## src/rtl/wb_trap_unit.sv

```systemverilog
// wb_trap_unit -- write-back and trap stage at the end of the pipeline.
//
// Purpose:
//   Commits register-file write-back for retiring instructions. Encodes
//   prioritised synchronous exceptions together with synchronised external
//   and local interrupts, and issues a registered trap or MRET redirect.
//   After every redirect it runs a counted pipeline-flush sequence.
//
// Ports:
//   clk_i, rst_i           clock (rising edge), asynchronous active-low reset
//   valid_i, pc_i,
//   instruction_i          instruction presented by the MEM stage
//   alu_d_i, mem_d_i,
//   csr_rdata_i            write-back data sources
//   mem_addr_i             load/store effective address (mtval on misalign)
//   mtvec_i, mepc_i        trap vector (direct mode) and MRET return address
//   mstatus_mie_i, mie_i   global and per-cause interrupt enables
//   xint_*_i, lirq_i       asynchronous interrupt levels
//   e_*_i                  exception flags from earlier stages
//   rd_o, rf_wd_o, we_rf_o register-file write port
//   trap_we_o, mcause_o,
//   mepc_o, mtval_o        CSR trap-update bus
//   mret_o                 MRET strobe to the CSR file
//   redirect_o,
//   redirect_pc_o          fetch redirect pulse and target
//   flush_o, ready_o       kill younger instructions / upstream may advance
//   retired_o              instruction committed
module wb_trap_unit #(
  parameter int XLEN         = 32,
  parameter int NUM_LIRQ     = 4,
  parameter int SYNC_STAGES  = 2,
  parameter int FLUSH_CYCLES = 2
) (
  input  logic                   clk_i,
  input  logic                   rst_i,
  input  logic                   valid_i,
  input  logic [XLEN-1:0]        pc_i,
  input  logic [31:0]            instruction_i,
  input  logic [XLEN-1:0]        alu_d_i,
  input  logic [XLEN-1:0]        mem_d_i,
  input  logic [XLEN-1:0]        csr_rdata_i,
  input  logic [XLEN-1:0]        mem_addr_i,
  input  logic [XLEN-1:0]        mtvec_i,
  input  logic [XLEN-1:0]        mepc_i,
  input  logic                   mstatus_mie_i,
  input  logic [15+NUM_LIRQ:0]   mie_i,
  input  logic                   xint_meip_i,
  input  logic                   xint_mtip_i,
  input  logic                   xint_msip_i,
  input  logic [NUM_LIRQ-1:0]    lirq_i,
  input  logic                   e_illegal_inst_i,
  input  logic                   e_inst_addr_mis_i,
  input  logic                   e_ld_addr_mis_i,
  input  logic                   e_st_addr_mis_i,
  output logic [4:0]             rd_o,
  output logic [XLEN-1:0]        rf_wd_o,
  output logic                   we_rf_o,
  output logic                   trap_we_o,
  output logic [XLEN-1:0]        mcause_o,
  output logic [XLEN-1:0]        mepc_o,
  output logic [XLEN-1:0]        mtval_o,
  output logic                   mret_o,
  output logic                   redirect_o,
  output logic [XLEN-1:0]        redirect_pc_o,
  output logic                   flush_o,
  output logic                   ready_o,
  output logic                   retired_o
);

  localparam int NIRQ = 3 + NUM_LIRQ;
  localparam logic [3:0] FLUSH_LOAD = 4'(FLUSH_CYCLES - 1);
  localparam logic [XLEN-1:0] PC_STEP = XLEN'(4);

  localparam logic [6:0] OPC_OP     = 7'b0110011;
  localparam logic [6:0] OPC_OPI    = 7'b0010011;
  localparam logic [6:0] OPC_LUI    = 7'b0110111;
  localparam logic [6:0] OPC_AUIPC  = 7'b0010111;
  localparam logic [6:0] OPC_LOAD   = 7'b0000011;
  localparam logic [6:0] OPC_JAL    = 7'b1101111;
  localparam logic [6:0] OPC_JALR   = 7'b1100111;
  localparam logic [6:0] OPC_SYSTEM = 7'b1110011;

  typedef enum logic [1:0] {
    ST_RUN      = 2'd0,
    ST_REDIRECT = 2'd1,
    ST_FLUSH    = 2'd2
  } state_t;

  state_t            r_state, w_state_nxt;
  logic [3:0]        r_flush_cnt, w_cnt_nxt;
  logic [NIRQ-1:0]   r_sync [SYNC_STAGES];

  logic [NIRQ-1:0]     w_irq;
  logic                w_mei, w_msi, w_mti;
  logic [NUM_LIRQ-1:0] w_lirq;
  logic [4:0]          w_lirq_idx;
  logic [6:0]          w_opcode;
  logic [2:0]          w_funct3;
  logic [4:0]          w_rd;
  logic                w_ecall, w_ebreak, w_mret, w_illegal;
  logic                w_trap, w_intr;
  logic [4:0]          w_code;
  logic [XLEN-1:0]     w_tval, w_mcause;
  logic                w_wb_en;
  logic [XLEN-1:0]     w_wb_data;
  logic                w_unused;

  logic [4:0]      w_rd_nxt;
  logic [XLEN-1:0] w_wd_nxt, w_mcause_nxt, w_mepc_nxt, w_mtval_nxt, w_rpc_nxt;
  logic            w_we_nxt, w_trap_we_nxt, w_mret_nxt, w_redir_nxt, w_retired_nxt;

  // Synchroniser chains for every asynchronous interrupt level
  always_ff @(posedge clk_i or negedge rst_i) begin
    if (!rst_i) begin
      for (int s = 0; s < SYNC_STAGES; s++) r_sync[s] <= {NIRQ{1'b0}};
    end else begin
      r_sync[0] <= {lirq_i, xint_mtip_i, xint_msip_i, xint_meip_i};
      for (int s = 1; s < SYNC_STAGES; s++) r_sync[s] <= r_sync[s-1];
    end
  end

  // Bit order of the synchronised vector: 0 MEI, 1 MSI, 2 MTI, 3+i LIRQ i
  assign w_irq  = r_sync[SYNC_STAGES-1];
  assign w_mei  = w_irq[0] & mie_i[11] & mstatus_mie_i;
  assign w_msi  = w_irq[1] & mie_i[3]  & mstatus_mie_i;
  assign w_mti  = w_irq[2] & mie_i[7]  & mstatus_mie_i;
  assign w_lirq = w_irq[NIRQ-1:3] & mie_i[15+NUM_LIRQ:16] & {NUM_LIRQ{mstatus_mie_i}};

  // Enable bits with no interrupt source behind them
  assign w_unused = ^{mie_i[15:12], mie_i[10:8], mie_i[6:4], mie_i[2:0]};

  // Lowest-numbered pending local interrupt; scanning downward lets the lowest index win
  always_comb begin
    w_lirq_idx = 5'd0;
    for (int i = NUM_LIRQ - 1; i >= 0; i--) begin
      w_lirq_idx = w_lirq[i] ? 5'(i) : w_lirq_idx;
    end
  end

  assign w_opcode  = instruction_i[6:0];
  assign w_funct3  = instruction_i[14:12];
  assign w_rd      = instruction_i[11:7];
  assign w_ecall   = (instruction_i == 32'h0000_0073);
  assign w_ebreak  = (instruction_i == 32'h0010_0073);
  assign w_mret    = (instruction_i == 32'h3020_0073);
  // URET and SRET do not exist on this machine-only core
  assign w_illegal = e_illegal_inst_i | (instruction_i == 32'h0020_0073)
                   | (instruction_i == 32'h1020_0073);

  // Prioritised trap cause and trap value; interrupts outrank all exceptions
  always_comb begin
    w_trap = 1'b1;
    w_intr = 1'b0;
    w_code = 5'd0;
    w_tval = {XLEN{1'b0}};
    if (w_mei) begin
      w_intr = 1'b1;
      w_code = 5'd11;
    end else if (w_msi) begin
      w_intr = 1'b1;
      w_code = 5'd3;
    end else if (w_mti) begin
      w_intr = 1'b1;
      w_code = 5'd7;
    end else if (|w_lirq) begin
      w_intr = 1'b1;
      w_code = 5'd16 + w_lirq_idx;
    end else if (e_inst_addr_mis_i) begin
      w_code = 5'd0;
      w_tval = pc_i;
    end else if (w_illegal) begin
      w_code = 5'd2;
      w_tval = XLEN'(instruction_i);
    end else if (w_ebreak) begin
      w_code = 5'd3;
      w_tval = pc_i;
    end else if (w_ecall) begin
      w_code = 5'd11;
    end else if (e_ld_addr_mis_i) begin
      w_code = 5'd4;
      w_tval = mem_addr_i;
    end else if (e_st_addr_mis_i) begin
      w_code = 5'd6;
      w_tval = mem_addr_i;
    end else begin
      w_trap = 1'b0;
    end
  end

  assign w_mcause = {w_intr, {(XLEN-6){1'b0}}, w_code};

  // Write-back source selection by opcode
  always_comb begin
    w_wb_en   = 1'b1;
    w_wb_data = {XLEN{1'b0}};
    case (w_opcode)
      OPC_OP, OPC_OPI, OPC_LUI, OPC_AUIPC: w_wb_data = alu_d_i;
      OPC_LOAD:                            w_wb_data = mem_d_i;
      OPC_JAL, OPC_JALR:                   w_wb_data = pc_i + PC_STEP;
      OPC_SYSTEM: begin
        w_wb_en   = (w_funct3 != 3'd0);
        w_wb_data = csr_rdata_i;
      end
      default: w_wb_en = 1'b0;
    endcase
  end

  // FSM state and flush counter
  always_ff @(posedge clk_i or negedge rst_i) begin
    if (!rst_i) begin
      r_state     <= ST_RUN;
      r_flush_cnt <= 4'd0;
    end else begin
      r_state     <= w_state_nxt;
      r_flush_cnt <= w_cnt_nxt;
    end
  end

  // Next state and next output values; only RUN looks at the inputs
  always_comb begin
    w_state_nxt   = r_state;
    w_cnt_nxt     = r_flush_cnt;
    w_rd_nxt      = 5'd0;
    w_wd_nxt      = {XLEN{1'b0}};
    w_we_nxt      = 1'b0;
    w_trap_we_nxt = 1'b0;
    w_mcause_nxt  = {XLEN{1'b0}};
    w_mepc_nxt    = {XLEN{1'b0}};
    w_mtval_nxt   = {XLEN{1'b0}};
    w_mret_nxt    = 1'b0;
    w_redir_nxt   = 1'b0;
    w_rpc_nxt     = {XLEN{1'b0}};
    w_retired_nxt = 1'b0;
    case (r_state)
      ST_RUN: begin
        if (valid_i && w_trap) begin
          w_trap_we_nxt = 1'b1;
          w_mcause_nxt  = w_mcause;
          w_mepc_nxt    = pc_i;
          w_mtval_nxt   = w_tval;
          w_redir_nxt   = 1'b1;
          w_rpc_nxt     = mtvec_i;
          w_state_nxt   = ST_REDIRECT;
        end else if (valid_i && w_mret) begin
          w_mret_nxt    = 1'b1;
          w_redir_nxt   = 1'b1;
          w_rpc_nxt     = mepc_i;
          w_retired_nxt = 1'b1;
          w_state_nxt   = ST_REDIRECT;
        end else if (valid_i) begin
          w_retired_nxt = 1'b1;
          w_rd_nxt      = w_rd;
          w_wd_nxt      = w_wb_data;
          w_we_nxt      = w_wb_en & (w_rd != 5'd0);
        end else begin
          w_state_nxt = ST_RUN;
        end
      end
      ST_REDIRECT: begin
        if (FLUSH_CYCLES > 0) begin
          w_state_nxt = ST_FLUSH;
          w_cnt_nxt   = FLUSH_LOAD;
        end else begin
          w_state_nxt = ST_RUN;
          w_cnt_nxt   = 4'd0;
        end
      end
      ST_FLUSH: begin
        if (r_flush_cnt == 4'd0) begin
          w_state_nxt = ST_RUN;
        end else begin
          w_cnt_nxt = r_flush_cnt - 4'd1;
        end
      end
      default: begin
        w_state_nxt = ST_RUN;
        w_cnt_nxt   = 4'd0;
      end
    endcase
  end

  // Registered outputs; ready/flush describe the state entered at this edge
  always_ff @(posedge clk_i or negedge rst_i) begin
    if (!rst_i) begin
      rd_o          <= 5'd0;
      rf_wd_o       <= {XLEN{1'b0}};
      we_rf_o       <= 1'b0;
      trap_we_o     <= 1'b0;
      mcause_o      <= {XLEN{1'b0}};
      mepc_o        <= {XLEN{1'b0}};
      mtval_o       <= {XLEN{1'b0}};
      mret_o        <= 1'b0;
      redirect_o    <= 1'b0;
      redirect_pc_o <= {XLEN{1'b0}};
      flush_o       <= 1'b0;
      ready_o       <= 1'b0;
      retired_o     <= 1'b0;
    end else begin
      rd_o          <= w_rd_nxt;
      rf_wd_o       <= w_wd_nxt;
      we_rf_o       <= w_we_nxt;
      trap_we_o     <= w_trap_we_nxt;
      mcause_o      <= w_mcause_nxt;
      mepc_o        <= w_mepc_nxt;
      mtval_o       <= w_mtval_nxt;
      mret_o        <= w_mret_nxt;
      redirect_o    <= w_redir_nxt;
      redirect_pc_o <= w_rpc_nxt;
      flush_o       <= (w_state_nxt != ST_RUN);
      ready_o       <= (w_state_nxt == ST_RUN);
      retired_o     <= w_retired_nxt;
    end
  end

endmodule

```

## config.mk

```make
export PLATFORM = sky130hd
export DESIGN_NAME = wb_trap_unit
export DESIGN_NICKNAME = d
export VERILOG_FILES = /design/src/rtl/wb_trap_unit.sv
export SDC_FILE = /design/constraint.sdc
export NUM_CORES = 1
export LEC_CHECK = 0
export BUFFER_PORTS_ARGS = -buffer_cell sky130_fd_sc_hd__buf_2
export CAP_MARGIN = 20
export CORE_AREA = 2 2 178 180
export DETAILED_ROUTE_END_ITERATION = 10
export DIE_AREA = 0 0 180 182
export GPL_TIMING_DRIVEN = 0
export PLACE_DENSITY_LB_ADDON = 0.05
export SLEW_MARGIN = 15
export SYNTH_ARGS = -nofsm -noshare
export SYNTH_HDL_FRONTEND = slang
export SYNTH_SLANG_ARGS = --single-unit
```

## constraint.sdc

```tcl
create_clock -name clk_i -period 2 [get_ports clk_i]
set_clock_uncertainty 0.05 [all_clocks]
set_input_delay 0.2 -clock clk_i [delete_from_list [all_inputs] [get_ports clk_i]]
set_output_delay 0.2 -clock clk_i [all_outputs]
set_load 0.01 [all_outputs]
```

# Word-level counts from Yosys, hierarchy flattened
# Cells that the tools add are included.
word_totals:
  register_bits: 192
op_classes:
  addsub: 3
  eq_ne: 16
  muxes: 79
  n_bitwise: 12
  reduce_logical: 13
ops:
  columns: ["op", "count"]
  rows:
  - ["two-way mux 32 bit", 23]
  - ["case mux 32 bit (4 select lines)", 1]
  - ["two-way mux 5 bit", 8]
  - ["adder 32 x 3 -> 32 bit, second input constant", 1]
  - ["== test 32 x 21 -> 1 bit, second input constant", 1]
  - ["== test 32 x 22 -> 1 bit, second input constant", 1]
  - ["== test 32 x 29 -> 1 bit, second input constant", 1]
  - ["== test 32 x 30 -> 1 bit, second input constant", 1]
  - ["== test 32 x 7 -> 1 bit, second input constant", 1]
  - ["two-way mux 1 bit", 29]
  - ["== test 7 bit, second input constant", 3]
  - ["two-way mux 4 bit", 5]
  - ["two-way mux 2 bit", 8]
  - ["== test 7 x 5 -> 1 bit, second input constant", 2]
  - ["== test 7 x 6 -> 1 bit, second input constant", 2]
  - ["case mux 4 bit (3 select lines)", 1]
  - ["AND 4 bit", 2]
  - ["OR reduction 4 bit", 2]
  - ["AND 1 bit", 7]
  - ["== test 7 x 2 -> 1 bit, second input constant", 1]
  - ["OR reduction 7 bit", 1]
  - ["two-way mux 3 bit", 2]
  - ["case mux 2 bit (3 select lines)", 1]
  - ["adder 5 x 2 -> 5 bit, first input constant", 1]
  - ["other kinds (15)", 18]

# Longest topological paths before layout
# Gate-level depths: netlist of the first run.
logic_depth:
  word_depth: 14
  ltp_mapped: 9
  mapped_depth_nobuf: 8

# Worst setup path before layout of the first run
# No wires, ideal clock.
synth_path:
  kind: "register to register"
  start: "register r_state[1]"
  end: "register mtval_o[26]"
  setup_ns: 0.104
  arrival_time_ns: 2.008
  slack_ns: -0.162
  stages_incl_launch_ff: 9
  n_path_buf: 1
  period_less_slack_ns: 2.162
  cell_sequence: "dfrtp_1 inv_1 ha_1 nand2_1 or3_1 nor4_4 buf_6 o221ai_1 a221oi_1"
synth_via:
  elab_chain_len: 2
synth_lines:
  columns: ["element", "line", "source"]
  rows:
  - ["start, declared", "89", "state_t r_state, w_state_nxt;"]
  - ["start signal, assigned", "214", "r_state <= w_state_nxt;"]
  - ["logical NOT 2 bit", "234", "case (r_state)"]
  - ["two-way mux 32 bit", "234", null]
  - ["net w_mtval_nxt[26]", "109", "logic [XLEN-1:0] w_wd_nxt, w_mcause_nxt, w_mepc_nxt, w_mtval_nxt, w_rpc_nxt;"]
  - ["end signal, assigned", "291", "mtval_o <= {XLEN{1'b0}};"]
  - ["end signal, assigned", "305", "mtval_o <= w_mtval_nxt;"]
  - ["end, declared", "61", "output logic [XLEN-1:0] mtval_o,"]
# The timed path passes the listed nets, and every way through them passes these cells.
# A chain may end at the register's enable or synchronous reset.

# Worst setup path after layout of the first run
layout_path:
  start: "register r_sync (netlist bit w_irq[3])"
  end: "register redirect_pc_o[12]"
layout_via:
  elab_chain_len: 10
layout_lines:
  columns: ["element", "line", "source"]
  rows:
  - ["start, declared", "91", "logic [NIRQ-1:0] r_sync [SYNC_STAGES];"]
  - ["AND 4 bit (2 in series)", "127", "assign w_lirq = w_irq[NIRQ-1:3] & mie_i[15+NUM_LIRQ:16] & {NUM_LIRQ{mstatus_mie_i}};"]
  - ["OR reduction 4 bit", "165", "end else if (|w_lirq) begin"]
  - ["two-way mux 1 bit", "165", null]
  - ["two-way mux 1 bit", "162", "end else if (w_mti) begin"]
  - ["two-way mux 1 bit", "159", "end else if (w_msi) begin"]
  - ["two-way mux 1 bit", "156", "if (w_mei) begin"]
  - ["logical AND 1 bit", "236", "if (valid_i && w_trap) begin"]
  - ["two-way mux 32 bit", "236", null]
  - ["two-way mux 32 bit", "234", null]
  - ["net w_rpc_nxt[12]", "109", null]
  - ["end signal, assigned", "294", "redirect_pc_o <= {XLEN{1'b0}};"]
  - ["end signal, assigned", "308", "redirect_pc_o <= w_rpc_nxt;"]
  - ["end, declared", "64", "output logic [XLEN-1:0] redirect_pc_o,"]
# The timed path passes the listed nets, and every way through them passes these cells.

==> results of run 1 <==
[area by class of cell]
cell class | count | area (sq um) | area share
clock inverter | 11 | 115 | 0.00844
tap | 402 | 503 | 0.0369
antenna | 5 | 12.5 | 0.000918
timing repair buffer | 565 | 3620 | 0.265
multi-input combinational | 557 | 4090 | 0.300
clock buffer | 21 | 460 | 0.0338
inverter | 25 | 101 | 0.00743
sequential | 166 | 4150 | 0.305
buffer | 81 | 578 | 0.0424
[per-stage QoR]
stage / total power, uW / hold slack [ns] / util / instances
5_1_grt: 10700 / 0.0152 / 0.440 / 1833
4_1_cts: 10100 / 0.00254 / 0.429 / 1821
2_1_floorplan: 5230 / -0.146 / - / 833
3_3_place_gp: 6380 / 0.259 / 0.358 / 1651
6_report: 10200 / 0.0145 / 0.440 / 1833
3_5_place_dp: 6390 / 0.183 / 0.359 / 1652
[logic make-up after synthesis]
kind of cell / share of synthesized area
AO/OA/AOI/OAI: 0.233
AND/OR/NAND/NOR: 0.168
flip-flops: 0.502
buffers and inverters: 0.0692
XOR/XNOR: 0.0127
adder cells (fa/ha/maj): 0.0106
multiplexers: 0.00378
other: 0.000454
[worst max-delay path, stage by stage, from the launching register on]
cell,delay (ns)
dfrtp_1,0.38
a22o_1,0.24
o21a_4,0.25
o31a_4,0.40
nor2_8,0.16
inv_8,0.09
buf_8,0.14
a22o_4,0.25
[power breakdown]
part / switching (uW) / internal, uW
registers: 124 / 3740
logic: 1560 / 1390
clock network: 1540 / 1810
[worst max path at each step]
| stage | cells after the start | start | to |
|---|---|---|---|
| CTS | 7 | w_irq[1] | redirect_pc_o[12] |
| finish | 7 | w_irq[3] | redirect_pc_o[12] |
| detailed placement | 8 | instruction_i[12] | mtval_o[21] |
| floorplan | 8 | r_state[1] | mtval_o[26] |
| global placement | 1 | rst_i | w_irq[1] |
| global route | 9 | w_irq[1] | rf_wd_o[18] |
[cell usage after synthesis (9+ instances only)]
master	count
clkbuf_1	30
a32oi_1	10
buf_4	28
dfrtp_1	166
a21oi_1	54
and2_1	36
a2bb2oi_1	21
nor2_1	33
a22oi_1	25
xnor2_1	9
nor4_1	9
nand2_1	76
a22o_1	35
inv_1	24
a31oi_1	26
o221ai_1	10
nand4_1	15
buf_2	21
o21ai_0	32
nand3_1	17
nor3_1	12
[per-layer routing]
layer  global-route usage  vias to the layer above  wire, um
met5                    0                        -        27
met1                0.290                     4330     16500
met4               0.0823                        4       973
met3               0.0495                       61      2270
met2                0.383                      319     18500
li1                     -                     4170         -
[state kept, by name, summed over array words and instances, names as in the netlist]
name,flops
mepc_o,32
mtval_o,32
redirect_pc_o,32
rf_wd_o,32
r_sync,7
w_irq,7
mcause_o,6
rd_o,5
r_flush_cnt,4
r_state,2
flush_o,1
mret_o,1
ready_o,1
redirect_o,1
retired_o,1
trap_we_o,1
we_rf_o,1
[what timing repair did]
action,4_1_cts,5_1_grt
resized for setup,65,52
setup endpoints to repair,140,133
pin swaps,13,7
cloned,3,1
endpoints found under the hold margin,156,0
hold buffers,117,0
setup buffers,19,8
==> flow_summary.ini, run 1 <==
[global_route]
grt-ovfl-total = 0
grt_antenna_before_repair = 7
grt_max_degree = 88
grt_pass1_vias = 9183
grt_pass1_wl_um = 56300
grt_usage = 0.229

[setup_path]
critPathLaunchType = flip-flop
endpoint_kind = flip-flop
cp.required_ns = 2.28
rr_startpoint = w_irq[3]
worstSetupPathType = flip-flop to flip-flop
cp_max_fo = 8
worstPathArrival_ns = 2.36
rr_worst_depth = 7
rr_endpoint = redirect_pc_o[12]
r2r_slack_ns = -0.09

[place]
portBuffers = 416
post-place-ws_ns = -1.14
routabilityCongestion = 0.815
placed_cell_area_sq_um = 11100
place_hpwl_um = 28200

[synthesis]
ys_types = 69
async_flop_share = 1.00
synth_seq_cells = 166
synth_top_area_cell = dfrtp_1
synth_cells = 808
synthTopCellsByArea = dfrtp_1 50%, a22o_1 3.7%, nand2_1 3.5%
yosys.area.top_type_share = 0.502
seq_area_frac_synth = 0.502
synth.avg_cell_area_sq_um = 10.2
synth_ff_type = dfrtp_1
yosys_warnings = 0
synth-edff-count = 0
syn-cell-area_sq_um = 8270

[pwr]
power_density_nw_per_um2 = 745
max-vdd-ir-drop_mv = 0.560
leakagePower_uw = 0.00664

[timing]
fin_crit_sh = 1.04
finalSetupTns_ns = -2.44
finalHoldViolations = 0
max-slew-margin-rel = 0.409
setup_violations = 64
rsz0062_at_grt = true
worstMarginPinSlew_ns = 0.879
fin_ws_ns = -0.0863
finalCriticalPeriod_ns = 2.09
max_freq_ghz = 0.479
drv_slew = 0

[clock_tree]
clkTransAtPathRegs_ns = 0.07
cts_num_sinks = 166
cts_tree = yes
cts_buffer_depth = 2
root_buffer = clkbuf_16
h-tree-depth = 4
numCtsBuffers = 17
clk_latency_ns = 0.44

[final_layout]
area_delta_synth_final_pct = 64.9
n_fill_cell = 3086
final_cell_area_sq_um = 13600
final_cell_mix = 423 x buf_2, 166 x dfrtp_1, 117 x dlygate4sd3_1
nets = 1711
final_layout_size_suffix_gt1_frac = 0.442
final_common_cell = buf_2

[min_path]
hold_class = primary input to flip-flop
hold_end = rf_wd_o[24]
min_from = alu_d_i[24]
whs_path_depth = 3

[floorplanning]
die-area_sq_um = 32800
rows = 65
core_sq_um = 31000
die_h_um = 182
io_pins = 463
dieWidth_um = 180
start_util = 0.267

[detailed_routing]
drtPass1Iterations = 6
routed_wirelength_um = 38300
wl_per_cell_um = 20.9
drcViolationCount = 0
ant_nets = 0
drt_iter0_drc = 504
via_per_inst = 4.85
vias = 8884

[status]
status = finished, violations left
violations = negative setup slack

[run]
max_cap_violations = 0
Power figures use the tool's default switching activity.
==> run 2, diff against run 1 <==
Settings changed: SETUP_SLACK_MARGIN set to 0.05.
==> flow_summary.ini, run 2 (synthesis results as in run 1) <==
[status]
status = finished, violations left
violations = negative setup slack

[pwr]
p_sw_uw = 3270
leakagePower_uw = 0.00672
max-vdd-ir-drop_mv = 0.565
switching_share = 0.319
combPwrFrac = 0.296
power_frac_seq = 0.377
intPower_uw = 6980
power_density_nw_per_um2 = 740
p_clk_frac = 0.327

[clock_tree]
clk_latency_ns = 0.44
clkTransAtPathRegs_ns = 0.07
h-tree-depth = 4
cts_num_sinks = 166
numCtsBuffers = 17
cts_buffer_depth = 2
root_buffer = clkbuf_16
cts_tree = yes

[setup_path]
rr_worst_depth = 7
cp_slowest_stage_delay_ns = 0.41
worstSetupPathType = flip-flop to flip-flop
path_cells = a22o_1 -> a21bo_4 -> o31a_4 -> nor2_8 -> inv_8 -> buf_8 -> a22o_4
rr_endpoint = redirect_pc_o[12]
critPathLaunchType = flip-flop
rr_startpoint = w_irq[1]
endpoint_kind = flip-flop
r2r_slack_ns = -0.09
critical-path-top-delay-family = compound AO/OA/AOI/OAI gates
slowest_stage = o31a_4
cp_max_fo = 9
cp.required_ns = 2.28
path_buf_inv = 2
worstPathArrival_ns = 2.37

[final_layout]
final_cell_mix = 424 x buf_2, 166 x dfrtp_1, 114 x dlygate4sd3_1
area_delta_synth_final_pct = 67.5
final_layout_size_suffix_gt1_frac = 0.448
nets = 1716
final_common_cell = buf_2

[detailed_routing]
routed_wirelength_um = 38900
wl_per_cell_um = 21.2
ant_nets = 0
via_per_inst = 4.86
vias = 8936
drcViolationCount = 0
drt_iter0_drc = 535
drtPass1Iterations = 5

[global_route]
grt-ovfl-total = 0
grt_pass1_vias = 9173
grt_max_degree = 88
grt_antenna_before_repair = 7
grt_pass1_wl_um = 56600
grt_usage = 0.230

[min_path]
hold_class = primary input to flip-flop
hold_end = rf_wd_o[24]
min_from = alu_d_i[24]
whs_path_depth = 3

[timing]
finalSetupTns_ns = -2.52
max-slew-margin-rel = 0.393
max_freq_ghz = 0.478
worstMarginPinSlew_ns = 0.903
setup_violations = 53
finalCriticalPeriod_ns = 2.09
finalHoldViolations = 0
hold_slack_ns = 0.0115
drv_slew = 0
rsz0062_at_grt = true
fin_crit_sh = 1.05
fin_ws_ns = -0.0923

[floorplanning]
rows = 65
start_util = 0.267
dieWidth_um = 180
core_sq_um = 31000
die-area_sq_um = 32800
die_h_um = 182
io_pins = 463

[place]
post-place-ws_ns = -1.14
place_hpwl_um = 28200
portBuffers = 416
routabilityCongestion = 0.815

[run]
max_cap_violations = 0
## run 2: power by group through the flow
stage | sequential [uW] | clock, uW | combinational (uW)
after global routing | 3910 | 3570 | 3280
after global placement | 3930 | 0 | 2450
after detailed placement | 3930 | 0 | 2460
after floorplan | 4110 | 0 | 1110
after CTS | 3860 | 3430 | 2840
final | 3860 | 3350 | 3040
## run 2: stage by stage
stage	util	instance area [sq um]	instances	power, uW
after floorplan	-	8490	833	5230
after global placement	0.358	11100	1651	6380
after detailed placement	0.359	11100	1652	6390
after CTS	0.432	13400	1823	10100
after global routing	0.447	13800	1837	10800
final	0.447	13800	1837	10200
## run 2: per-layer routing
layer	global-route usage	share of wire	vias up
met5	0	0.00072	-
met4	0.0787	0.025	4
met3	0.0501	0.054	64
met2	0.384	0.48	319
met1	0.294	0.44	4364
li1	-	-	4185
## run 2: final cells by class
type | count | area [sq um]
Buffer | 82 | 603
Timing Repair Buffer | 569 | 3760
Multi-Input combinational cell | 557 | 4140
Fill cell | 3069 | 17100
Clock inverter | 11 | 115
Inverter | 25 | 101
Antenna cell | 4 | 10.0
Sequential cell | 166 | 4150
Clock buffer | 21 | 460
Tap cell | 402 | 503
## run 2: worst min-delay path, stage by stage
cell and delay (ns):
buf_2 0.07, a21oi_1 0.07, a21oi_2 0.12
## run 2: worst max path at each step
stage / startpoint / end / slack [ns] / depth (start not counted)
after floorplan: r_state[1] / mtval_o[26] / -0.1 / 8
after global placement: rst_i / w_irq[1] / -2.29 / 1
after detailed placement: instruction_i[12] / mtval_o[21] / -1.14 / 8
after CTS: w_irq[1] / redirect_pc_o[12] / -0.07 / 7
after global routing: w_irq[5] / rf_wd_o[18] / -0.14 / 8
final: w_irq[1] / redirect_pc_o[12] / -0.09 / 7
## run 2: what timing repair did
action,CTS,global route
hold buffers,114,0
endpoints found under the setup margin,144,136
cloned,5,5
gates resized for setup,84,53
hold endpoints to repair,156,0
pin swaps,18,8
buffers inserted,22,6
==> run 3, diff against run 2 <==
Settings changed: PLACE_DENSITY set to 0.52, PLACE_DENSITY_LB_ADDON 0.05 to not set.
==> flow_summary.ini, run 3 (synthesis results as in run 1) <==
[final_layout]
area_delta_synth_final_pct = 67.1
final_cell_area_sq_um = 13800
final_cell_mix = 427 x buf_2, 166 x dfrtp_1, 109 x dlygate4sd3_1
n_fill_cell = 3040
final_common_cell = buf_2
nets = 1709
final_layout_size_suffix_gt1_frac = 0.454

[clock_tree]
numCtsBuffers = 17
cts_num_sinks = 166
clk_latency_ns = 0.44
cts_tree = yes
clkTransAtPathRegs_ns = 0.07
cts_buffer_depth = 2
root_buffer = clkbuf_16
h-tree-depth = 4

[detailed_routing]
wl_per_cell_um = 21.3
routed_wirelength_um = 39000
drtPass1Iterations = 8
drt_iter0_drc = 632
drcViolationCount = 0
via_per_inst = 4.99
ant_nets = 0
vias = 9146

[place]
routabilityCongestion = 0.863
portBuffers = 416
placed_cell_area_sq_um = 11100
place_hpwl_um = 28600

[setup_path]
rr_worst_depth = 7
worstPathArrival_ns = 2.35
cp.required_ns = 2.28
worstSetupPathType = flip-flop to flip-flop
critPathLaunchType = flip-flop
endpoint_kind = flip-flop
cp_max_fo = 10
r2r_slack_ns = -0.07

[min_path]
whs_path_depth = 2
hold_class = primary input to flip-flop

[run]
max_cap_violations = 0

[timing]
max_freq_ghz = 0.482
max-slew-margin-rel = 0.399
finalHoldViolations = 0
finalSetupTns_ns = -3.22
fin_ws_ns = -0.0733
rsz0062_at_grt = true
finalCriticalPeriod_ns = 2.07
worstMarginPinSlew_ns = 0.894
fin_crit_sh = 1.04
drv_slew = 0
setup_violations = 78

[floorplanning]
die_h_um = 182
core_sq_um = 31000
rows = 65
start_util = 0.267
dieWidth_um = 180
io_pins = 463
die-area_sq_um = 32800

[global_route]
grt-ovfl-total = 0
grt_max_degree = 87
grt_pass1_wl_um = 56800
grt_antenna_before_repair = 12
grt_usage = 0.230
grt_pass1_vias = 9271

[pwr]
leakagePower_uw = 0.00668
max-vdd-ir-drop_mv = 0.484
power_density_nw_per_um2 = 750

[status]
violations = negative setup slack
status = finished, violations left
-- run 3: worst paths after layout --
path	from	to
max	w_irq[3]	redirect_pc_o[19]
min	instruction_i[10]	rd_o[3]
max reg2reg	w_irq[3]	redirect_pc_o[19]
min in group asynchronous	rst_i	rf_wd_o[19]
max in group asynchronous	rst_i	mcause_o[0]
min reg2reg	r_sync[12]	w_irq[5]
-- run 3: area by class of cell --
cell class,instances,area [sq um],area share
Multi-Input combinational cell,557,4200,0.304
Antenna cell,7,17.5,0.00127
Clock buffer,18,439,0.0318
Clock inverter,14,188,0.0136
Buffer,85,632,0.0457
Tap cell,402,503,0.0364
Inverter,25,101,0.00733
Timing Repair Buffer,559,3590,0.260
Sequential cell,166,4150,0.301
-- run 3: power breakdown --
| part | switching [uW] | internal [uW] |
|---|---|---|
| logic | 1560 | 1320 |
| registers | 120 | 3740 |
| clock network | 1590 | 2040 |
| total | 3270 | 7100 |
-- run 3: layer usage --
| metal | routed length [um] | vias to the layer above | track usage |
|---|---|---|---|
| met4 | 1050 | 4 | 0.0927 |
| li1 | - | 4178 | - |
| met1 | 16300 | 4439 | 0.294 |
| met3 | 2870 | 69 | 0.0538 |
| met5 | 21 | - | 0 |
| met2 | 18800 | 456 | 0.376 |
-- run 3: worst max-delay path, stage by stage, from the launching register on --
cell     delay (ns)
dfrtp_1        0.39
a22o_1         0.24
o21a_4         0.25
o31a_4         0.39
nor2_8         0.18
inv_8          0.08
buf_8          0.15
a22o_1         0.22
-- run 3: what timing repair did --
item                                    in CTS  in global routing
hold endpoints to repair                   153                  0
cloned                                       2                  4
pin swaps                                   15                  6
hold buffers                               109                  0
endpoints found under the setup margin     144                139
gates resized for setup                     76                 46
buffers inserted                            18                  9
-- run 3: per-stage QoR --
stage,setup WS [ns],util,total power [uW],instances,hold slack [ns]
4_1_cts,-0.0645,0.430,10400,1813,0.00120
3_5_place_dp,-1.20,0.359,6380,1652,0.192
3_3_place_gp,-2.18,0.358,6360,1651,0.259
5_1_grt,-0.138,0.446,10900,1832,0.0169
6_report,-0.0733,0.446,10400,1833,0.0158
2_1_floorplan,-0.0995,-,5230,833,-0.146
